### src/rtl/sdram_test_pkg.sv
// Shared encodings for the SDRAM pattern tester: pattern modes, FSM states
// and the PRBS-32 Galois LFSR step.
package sdram_test_pkg;

  typedef enum logic [1:0] {
    MODE_ADDR  = 2'd0,
    MODE_WALK  = 2'd1,
    MODE_PRBS  = 2'd2,
    MODE_CHECK = 2'd3
  } mode_t;

  typedef enum logic [2:0] {
    ST_PWR_WAIT = 3'd0,
    ST_IDLE     = 3'd1,
    ST_WR_REQ   = 3'd2,
    ST_RD_REQ   = 3'd3,
    ST_DONE     = 3'd4
  } state_t;

  // Right-shifting Galois form of x^32+x^22+x^2+x+1 (tap at bit e-1 for each term x^e).
  localparam logic [31:0] LFSR_POLY = 32'h8020_0003;

  function automatic logic [31:0] lfsr_step(input logic [31:0] s);
    lfsr_step = s[0] ? ((s >> 1) ^ LFSR_POLY) : (s >> 1);
  endfunction

endpackage

### src/rtl/sdram_pattern_gen.sv
// Test pattern source: combinational data for the current word, with the
// PRBS state held in a register that is reseeded per pass and stepped per word.
module sdram_pattern_gen
  import sdram_test_pkg::*;
#(
  parameter int          AW   = 23,
  parameter int          DW   = 32,
  parameter int          IW   = 8,
  parameter logic [31:0] SEED = 32'hACE1_2D5B
) (
  input  logic          clk,
  input  logic          rst_n,
  input  logic [1:0]    mode,
  input  logic [IW-1:0] idx,
  input  logic [AW-1:0] addr,
  input  logic          reseed,
  input  logic          advance,
  output logic [DW-1:0] data
);

  logic [31:0] lfsr;
  logic [31:0] bit_pos;

  // PRBS state: load seed at the start of each pass, step once per completed word.
  always_ff @(posedge clk or negedge rst_n) begin
    if (!rst_n) begin
      lfsr <= SEED;
    end else if (reseed) begin
      lfsr <= SEED;
    end else if (advance) begin
      lfsr <= lfsr_step(lfsr);
    end
  end

  // Pattern select for the word currently being written or checked.
  always_comb begin
    bit_pos = 32'(idx) % 32'(DW);
    data    = '0;
    case (mode_t'(mode))
      MODE_ADDR:  data = DW'(addr);
      MODE_WALK:  data = DW'(1) << bit_pos;
      MODE_PRBS:  data = DW'(lfsr);
      MODE_CHECK: data = idx[0] ? DW'({DW{2'b01}}) : DW'({DW{2'b10}});
      default:    data = '0;
    endcase
  end

endmodule

### src/rtl/sdram_pattern_tester.sv
// SDRAM self-test traffic generator: writes a pattern over an address window,
// reads it back, counts mismatches and reports pass/fail.
// Handshake: fpga_req rises with addr/wr_data/wr_en/rd_en stable and holds them
// until a cycle with fpga_ack=1 (rd_data valid that cycle); req then drops for
// exactly one cycle before the next request.
module sdram_pattern_tester
  import sdram_test_pkg::*;
#(
  parameter int          FPGA_ADDR_WIDTH = 23,
  parameter int          FPGA_DATA_WIDTH = 32,
  parameter int          START_ADDR      = 0,
  parameter int          NUM_WORDS       = 1024,
  parameter int          ADDR_STRIDE     = 1,
  parameter int          POWER_UP_CYCLES = 32767,
  parameter int          TIMEOUT_CYCLES  = 4095,
  parameter int          ERR_CNT_WIDTH   = 16,
  parameter logic [31:0] LFSR_SEED       = 32'hACE1_2D5B
) (
  input  logic                       fpga_clk,
  input  logic                       fpga_reset_n,
  input  logic                       start,
  input  logic                       stop,
  input  logic [1:0]                 mode,
  input  logic                       loop_en,
  output logic                       ready,
  output logic                       busy,
  output logic                       done,
  output logic                       pass,
  output logic                       timeout,
  output logic [ERR_CNT_WIDTH-1:0]   err_count,
  output logic [FPGA_ADDR_WIDTH-1:0] first_err_addr,
  output logic [FPGA_DATA_WIDTH-1:0] first_err_data,
  output logic [FPGA_ADDR_WIDTH-1:0] fpga_addr,
  output logic [FPGA_DATA_WIDTH-1:0] fpga_wr_data,
  output logic                       fpga_wr_en,
  output logic                       fpga_rd_en,
  output logic                       fpga_req,
  input  logic                       fpga_ack,
  input  logic [FPGA_DATA_WIDTH-1:0] fpga_rd_data,
  output logic [2:0]                 state_dbg
);

  localparam int AW = FPGA_ADDR_WIDTH;
  localparam int DW = FPGA_DATA_WIDTH;
  localparam int IW = $clog2(NUM_WORDS) + 1;
  localparam int PW = $clog2(POWER_UP_CYCLES) + 1;
  localparam int TW = $clog2(TIMEOUT_CYCLES) + 1;
  localparam logic [AW-1:0] START     = AW'(START_ADDR);
  localparam logic [AW-1:0] STRIDE    = AW'(ADDR_STRIDE);
  localparam logic [IW-1:0] IDX_LAST  = IW'(NUM_WORDS - 1);
  localparam logic [PW-1:0] PWR_LAST  = PW'(POWER_UP_CYCLES - 1);
  localparam logic [TW-1:0] TMO_LAST  = TW'(TIMEOUT_CYCLES - 1);

  state_t        state, state_nx;
  logic [1:0]    mode_q;
  logic          loop_q, stop_seen, gap;
  logic [IW-1:0] idx;
  logic [AW-1:0] addr_q;
  logic [PW-1:0] pwr_cnt;
  logic [TW-1:0] tcnt;
  logic [DW-1:0] pat_data;
  logic          req_on, accept, last_word, tmo_hit, start_go, rd_mismatch;
  logic          reseed, advance;

  sdram_pattern_gen #(
    .AW(AW), .DW(DW), .IW(IW), .SEED(LFSR_SEED)
  ) u_gen (
    .clk(fpga_clk), .rst_n(fpga_reset_n), .mode(mode_q), .idx(idx),
    .addr(addr_q), .reseed(reseed), .advance(advance), .data(pat_data)
  );

  assign req_on      = ((state == ST_WR_REQ) || (state == ST_RD_REQ)) && !gap;
  assign accept      = req_on && fpga_ack;
  assign tmo_hit     = req_on && !fpga_ack && (tcnt == TMO_LAST);
  assign last_word   = (idx == IDX_LAST);
  assign start_go    = (state == ST_IDLE) && start;
  assign rd_mismatch = accept && (state == ST_RD_REQ) && (fpga_rd_data != pat_data);

  assign fpga_req     = req_on;
  assign fpga_wr_en   = req_on && (state == ST_WR_REQ);
  assign fpga_rd_en   = req_on && (state == ST_RD_REQ);
  assign fpga_addr    = req_on ? addr_q : '0;
  assign fpga_wr_data = fpga_wr_en ? pat_data : '0;
  assign ready        = (state == ST_IDLE);
  assign busy         = (state == ST_WR_REQ) || (state == ST_RD_REQ) || (state == ST_DONE);
  assign state_dbg    = state;

  // State register.
  always_ff @(posedge fpga_clk or negedge fpga_reset_n) begin
    if (!fpga_reset_n) state <= ST_PWR_WAIT;
    else               state <= state_nx;
  end

  // Next state plus the pass-restart (reseed) and next-word (advance) strobes.
  always_comb begin
    state_nx = state;
    reseed   = 1'b0;
    advance  = 1'b0;
    case (state)
      ST_PWR_WAIT: if (pwr_cnt == PWR_LAST) state_nx = ST_IDLE;
      ST_IDLE: begin
        if (start_go) begin
          state_nx = ST_WR_REQ;
          reseed   = 1'b1;
        end
      end
      ST_WR_REQ: begin
        if (accept) begin
          if (last_word) begin
            state_nx = ST_RD_REQ;
            reseed   = 1'b1;
          end else begin
            advance = 1'b1;
          end
        end else if (tmo_hit) begin
          state_nx = ST_DONE;
        end
      end
      ST_RD_REQ: begin
        if (accept) begin
          if (!last_word) begin
            advance = 1'b1;
          end else if (loop_q && !(stop_seen || stop)) begin
            state_nx = ST_WR_REQ;
            reseed   = 1'b1;
          end else begin
            state_nx = ST_DONE;
          end
        end else if (tmo_hit) begin
          state_nx = ST_DONE;
        end
      end
      ST_DONE: state_nx = ST_IDLE;
      default: state_nx = ST_PWR_WAIT;
    endcase
  end

  // Sequencing: power-up delay, word index/address, request gap, ack timer, latched controls.
  always_ff @(posedge fpga_clk or negedge fpga_reset_n) begin
    if (!fpga_reset_n) begin
      pwr_cnt   <= '0;
      idx       <= '0;
      addr_q    <= '0;
      gap       <= 1'b0;
      tcnt      <= '0;
      mode_q    <= 2'd0;
      loop_q    <= 1'b0;
      stop_seen <= 1'b0;
    end else begin
      if (state == ST_PWR_WAIT) pwr_cnt <= pwr_cnt + PW'(1);
      if (reseed) begin
        idx    <= '0;
        addr_q <= START;
      end else if (advance) begin
        idx    <= idx + IW'(1);
        addr_q <= addr_q + STRIDE;
      end
      gap <= accept;
      if (!req_on)        tcnt <= '0;
      else if (!fpga_ack) tcnt <= tcnt + TW'(1);
      if (start_go) begin
        mode_q    <= mode;
        loop_q    <= loop_en;
        stop_seen <= 1'b0;
      end else if (busy && stop) begin
        stop_seen <= 1'b1;
      end
    end
  end

  // Result tracking: saturating error count, first failure capture, sticky flags, done pulse.
  always_ff @(posedge fpga_clk or negedge fpga_reset_n) begin
    if (!fpga_reset_n) begin
      err_count      <= '0;
      first_err_addr <= '0;
      first_err_data <= '0;
      pass           <= 1'b0;
      timeout        <= 1'b0;
      done           <= 1'b0;
    end else begin
      done <= (state == ST_DONE);
      if (start_go) begin
        err_count      <= '0;
        first_err_addr <= '0;
        first_err_data <= '0;
        pass           <= 1'b0;
        timeout        <= 1'b0;
      end else begin
        if (rd_mismatch) begin
          if (err_count != '1) err_count <= err_count + ERR_CNT_WIDTH'(1);
          if (err_count == '0) begin
            first_err_addr <= addr_q;
            first_err_data <= fpga_rd_data;
          end
        end
        if (tmo_hit) timeout <= 1'b1;
        if (state == ST_DONE) pass <= (err_count == '0) && !timeout;
      end
    end
  end

endmodule

### config.mk
export PLATFORM = sky130hd
export DESIGN_NAME = sdram_pattern_tester
export DESIGN_NICKNAME = d
export VERILOG_FILES = /design/src/rtl/sdram_test_pkg.sv /design/src/rtl/sdram_pattern_gen.sv /design/src/rtl/sdram_pattern_tester.sv
export SDC_FILE = /design/constraint.sdc
export NUM_CORES = 1
export LEC_CHECK = 0
export CORE_UTILIZATION = 40
export CTS_BUF_LIST = sky130_fd_sc_hd__clkbuf_4
export DETAILED_ROUTE_END_ITERATION = 10
export PLACE_DENSITY = 0.63
export SETUP_SLACK_MARGIN = 0.15
export SYNTH_ARGS = -nofsm -noshare
export SYNTH_HDL_FRONTEND = slang
export SYNTH_HIERARCHICAL = 1
export SYNTH_SLANG_ARGS = --single-unit
### constraint.sdc
create_clock -name fpga_clk -period 3.6 [get_ports fpga_clk]
set_clock_uncertainty 0.2 [all_clocks]
set_input_delay 0.72 -clock fpga_clk [delete_from_list [all_inputs] [get_ports fpga_clk]]
set_output_delay 0.72 -clock fpga_clk [all_outputs]
set_load 0.02 [all_outputs]
# == Word level (Yosys, flattened, before mapping) ==
# Cells that the tools add are included.
# totals
inputBits,40
word_cells,120
out_inout_bits,137
regBits,177
# classes
n_eq_ne,17
addsub,5
shifts,1
bitwise,1
muxes,47
n_reduce_logical,33
# ops
cell,count
$mux W32,8
$mux W23,6
$pmux W32 S4,1
$mux W16,3
$add A16 B1 Y16 const B,2
$ne A32 B32 Y1,1
$shl A1 B5 Y32 const A,1
$mux W13,2
$mux W3,8
$add A23 B1 Y23 const B,1
$mux W11,2
$eq A16 B15 Y1 const B,1
$logic_not A16 Y1,1
$ne A16 B16 Y1 const B,1
$mux W1,15
$pmux W3 S5,1
$reduce_bool A2 Y1,7
$add A13 B1 Y13 const B,1
$eq A13 B12 Y1 const B,1
$logic_and A1 B1 Y1,12
$add A11 B1 Y11 const B,1
$eq A11 B10 Y1 const B,1
$eq A3 B2 Y1 const B,2
$ne A3 B3 Y1 const B,2
15 further kinds,23

# == Depth between registers and ports, before layout ==
# logic_depth
depth_word,8
mapped_depth,14
mapped_depth_nobuf,10

# == Modules after synthesis ==
# The synthesis kept the hierarchy.
# modules_own_cells
module,cells_per_inst,area_each_um2,n_inst,seq_area_each_um2
sdram_pattern_tester,817,7724.9,1,3628.5
sdram_pattern_gen,271,2213.4,1,822.0

# == Worst setup path after synthesis ==
# Ideal clock, no wire load.
# synth_path
path_type,register to register
start,register mode_q[1]
end,register first_err_addr[0]
path_slack_ps,605
setup_time_ps,79
path_buffers,4
period_less_slack_ps,2995
t_required_ps,3321
arrival_time_ps,2716
path_stages_with_launch,14
cell_sequence,dfrtp_1 > buf_6 > or3b_1 > buf_6 > nor3_1 > o32a_1 > xnor2_1 > nand4_1 > nor4_2 > and2_4 > or3_4 > buf_12 > buf_12 > mux2i_1
# synth_via
elab_chain_len,6
word_cells_on_any_way,9
cone_classes,eq/ne (4); mux (1); reduce/logical (4)
# synth_rtl
element,line,rtl
from (decl),sdram_pattern_tester.sv:55,logic [1:0] mode_q;
from (signal assigned),sdram_pattern_tester.sv:162,mode_q <= mode;
$eq A2 B2 Y1 (tied with other cells),sdram_pattern_gen.sv:39,case (mode_t'(mode))
$pmux W32 S4 (*),sdram_pattern_gen.sv:39,
net pat_data[19],sdram_pattern_tester.sv:61,logic [DW-1:0] pat_data;
$ne A32 B32 Y1 (*),sdram_pattern_tester.sv:77,assign rd_mismatch = accept && (state == ST_RD_REQ) && (fpga_rd_data != pat_data);
$logic_and A1 B1 Y1 (*),sdram_pattern_tester.sv:77,
$reduce_bool A2 Y1 (no line) (*),--,
$reduce_and A2 Y1 (no line) (*),--,
to (signal assigned),sdram_pattern_tester.sv:192,first_err_addr <= addr_q;
to (decl),sdram_pattern_tester.sv:31,"output logic [FPGA_ADDR_WIDTH-1:0] first_err_addr,"
# The timed path passes the listed nets; every way through them passes the cells marked *.
# A chain may end at the register's enable or synchronous reset.

# == Worst setup path after layout ==
# layout_path
start,register mode_q[1]
end,output port fpga_wr_data[25]
# layout_via
elab_chain_len,3
word_cells_on_any_way,6
cone_classes,eq/ne (3); mux (2); reduce/logical (1)
# layout_rtl
element,line,rtl
$eq A2 B2 Y1 (tied with other cells),sdram_pattern_gen.sv:39,
$pmux W32 S4 (*),sdram_pattern_gen.sv:39,
net pat_data[25],sdram_pattern_tester.sv:61,
$mux W32 (*),sdram_pattern_tester.sv:83,assign fpga_wr_data = fpga_wr_en ? pat_data : '0;
to (decl),sdram_pattern_tester.sv:34,"output logic [FPGA_DATA_WIDTH-1:0] fpga_wr_data,"
# Marks and branches as above.

==> impl_metrics.yaml <==
setup_path:
  crit_fanout: 8
  endpoint: "fpga_wr_data[25]"
  cp_slowest_cell: "dfrtp_2"
  reg2reg_to: "first_err_data[8]"
  path_buf_inv: 2
  max_stage_delay_ns: 0.50
  crit_required_ns: 2.68
  crit_family: "simple AND/OR/NAND/NOR gates"
  ff2ff_setup_slack_ns: 0.18
  critPathKind: "register to output pin"
  cp-startpoint: "mode_q[1]"
  r2r-start: "mode_q[1]"
  cp.depth: 6
  cp_data_arrival_time_ns: 2.56
  cp_cell_sequence: "nand3b_1 -> buf_4 -> or2_2 -> o21ai_2 -> and2_1 -> clkdlybuf4s15_2"
  start_kind: "register"
  r2r_cells: 13
  cp-end-kind: "output pin"
synth:
  muxShareOfSynthArea_pct: 8.36
  synth.net_count: 1136
  synthTopCellsByArea: "dfrtp_1 (40%), mux2i_1 (8.4%), xnor2_1 (6.3%), nand2_1 (5.0%), nor2_1 (4.8%)"
  synthFlopType: "dfrtp_1"
  synthCells: 1088
  seq_area_frac_synth_pct: 44.8
  yosys.cell_types.count: 65
  synth.avg_cell_area_um2: 9.13
  synth-edff-count: 0
  syn_area_um2: 9940
  yosys.area.top_type_share_pct: 40.3
  synth-compound-area-share_pct: 7.30
  synth_xor_area_share_pct: 8.11
  ys_warn_count: 6
  yosys.area_share.simple_pct: 23.6
  synthArstFlopShare_pct: 100
  synth_top_cell_by_area: "dfrtp_1"
  synth_seq_cells: 177
  synth_top_family_by_area: "simple AND/OR/NAND/NOR gates"
  synthAdderAreaFrac_pct: 1.01
cts:
  cts.sinks: 177
  path_clk_slew_ns: 0.18
  cts_root_buf: "clkbuf_4"
  cts_buffers: 17
  cts-htree-levels: 4
  insertion_delay_ns: 0.62
  cts.path.max_buffers: 2
  cts_tree: "done"
cells_and_area:
  stdcell_count: 1625
  nFillCells: 2304
  drive_above_1_share_pct: 14.8
  final_common_cell: "dfrtp_1"
  syn2layout_area_growth_pct: 27.7
  fin_nets: 1334
  layout_common_cells: "dfrtp_1 (151), nand2_1 (132), nor2_1 (126)"
detailed_routing:
  totalWireLength_um: 29500
  firstDrtPassIters: 6
  antenna_left: 0
  wire_per_inst_um: 18.1
  drc_errors: 0
  vias: 8608
  avgViaCountPerCell: 5.30
  drt_iter0_drc: 855
timing:
  finalHoldViolCount: 0
  fmax_mhz: 287
  relSlewSlack_pct: 52.6
  worst_slew_pin_slew_ns: 0.711
  period_needed_ns: 3.48
  min_period_over_period_pct: 96.7
  final-setup-viol-count: 0
  setup_ws_ns: 0.119
  holdWs_ns: 0.280
  rsz0062_at_grt: "true"
  maxSlewViolCount: 0
power_and_ir_drop:
  p_leak_nw: 5.99
  ir_worst_vdd_v: 0.000243
  powerDensity_nw_per_um2: 762
global_route:
  grt_pass1_wl_um: 45900
  grt_pass1_vias: 8213
  grt_overflow: 0
  grt_max_degree: 69
  grt_usage_pct: 23.0
  antenna_found_initial: 1
flow_run:
  max-cap-violations: 0
status:
  status: "finished clean"
hold_path:
  min-delay-path-class: "register to register"
placement:
  place_hpwl_um: 21200
  placed_cells: 1562
  dp_slack_ns: 0.0954
  gp_congestion: 0.942
  io_buffers: 176
floorplanning:
  core-area_um2: 24300
  rows: 57
  die_w_um: 160
  die_h_um: 160
  initial_utilization_pct: 40.9
  pin_count: 177
  dieArea_um2: 25500
routing by layer:
metal	vias to the layer above	wire, um	GRT usage [%]
met4	0	794	8.13
met3	53	1510	3.84
li1	4049	-	-
met2	288	13900	37.2
met5	-	0	0
met1	4218	13200	31.2
synth_stat cells (all sizes together), types with 2 or more instances:
cell and instances:
nor4 14, nand4b 2, or2 3, a41o 2
a22o 4, o31ai 2, dfrtp 160, xnor2 72
nor3b 2, nand4 39, buf 26, a31oi 2
nand2b 8, nor3 21, ha 8, a311oi 2
mux2i 83, o32a 11, xor2 20, or3 5
clkbuf 34, nor2 128, dfstp 17, or4 2
nor4b 2, nor2b 11, nand3 33, clkinv 2
o211ai 7, nand3b 3, o21ai 35, nand2 134
and4 6, and2 39, a21oi 40, inv 83
and3 14
power breakdown:
| part | switching [mW] | internal (mW) |
|---|---|---|
| Combinational | 3.01 | 2.19 |
| Sequential | 0.609 | 2.63 |
| Clock | 0.839 | 0.393 |
layout make-up:
type / count / area, um2 / area share [%]
Multi-Input combinational cell: 767 / 4970 / 39.2
Sequential cell: 177 / 4460 / 35.2
Inverter: 85 / 320 / 2.52
Timing Repair Buffer: 238 / 2210 / 17.4
Clock inverter: 15 / 183 / 1.44
Tap cell: 324 / 405 / 3.19
Clock buffer: 17 / 128 / 1.01
Antenna cell: 2 / 5.00 / 0.0394
metrics by stage:
| stage | power (mW) | utilization [%] | cell area, um2 | setup TNS (ns) |
|---|---|---|---|---|
| 2_1_floorplan | 6.13 | - | 9940 | 0 |
| 5_1_grt | 10.2 | 52.2 | 12700 | -0.00471 |
| 3_5_place_dp | 8.16 | 49.6 | 12100 | 0 |
| 6_report | 9.67 | 52.2 | 12700 | 0 |
| 3_3_place_gp | 8.12 | 49.6 | 12100 | 0 |
| 4_1_cts | 9.49 | 51.5 | 12500 | 0 |
worst min-delay path by stage:
| stage | from | end | slack (ns) | cells after the start |
|---|---|---|---|---|
| floorplan | fpga_reset_n | addr_q[0] | 0.22 | 0 |
| global placement | pwr_cnt[13] | pwr_cnt[13] | 0.25 | 1 |
| detailed placement | pwr_cnt[13] | pwr_cnt[13] | 0.26 | 1 |
| CTS | pwr_cnt[10] | pwr_cnt[10] | 0.29 | 1 |
| global route | pwr_cnt[10] | pwr_cnt[10] | 0.30 | 1 |
| finish | pwr_cnt[13] | pwr_cnt[13] | 0.28 | 1 |
sequential cells by signal (all words and copies together), names as in the netlist:
name and cells:
u_gen/lfsr 32, done 1, tcnt 13, addr_q 23, pass 1, timeout 1, loop_q 1, mode_q 2
first_err_addr 23, pwr_cnt 16, gap 1, state_dbg 3, err_count 16, first_err_data 32, stop_seen 1, idx 11
kinds of logic after synthesis:
kind of cell,Yosys count
adders and majority gates,8
muxes,83
buffers and inverters,145
AOI/OAI and AO/OA,113
DFF,177
xor gates and xnor gates,92
and+or+nand+nor,470
worst register-to-register path, delay by kind of cell (launching register included):
family / cells / cell delay (ns)
AND/OR/NAND/NOR: 6 / 1.33
buffers and inverters: 4 / 0.75
flip-flops: 1 / 0.50
AO/OA/AOI/OAI: 1 / 0.24
multiplexers: 1 / 0.18
XOR/XNOR: 1 / 0.15
what timing repair did:
action,in CTS,in global routing
resized for setup,104,67
hold endpoints to repair,66,0
hold buffers,1,0
pin swaps,4,13
cloned,1,2
endpoints found under the setup margin,109,88
buffers inserted,13,12
(Power assumes the default switching activity.)
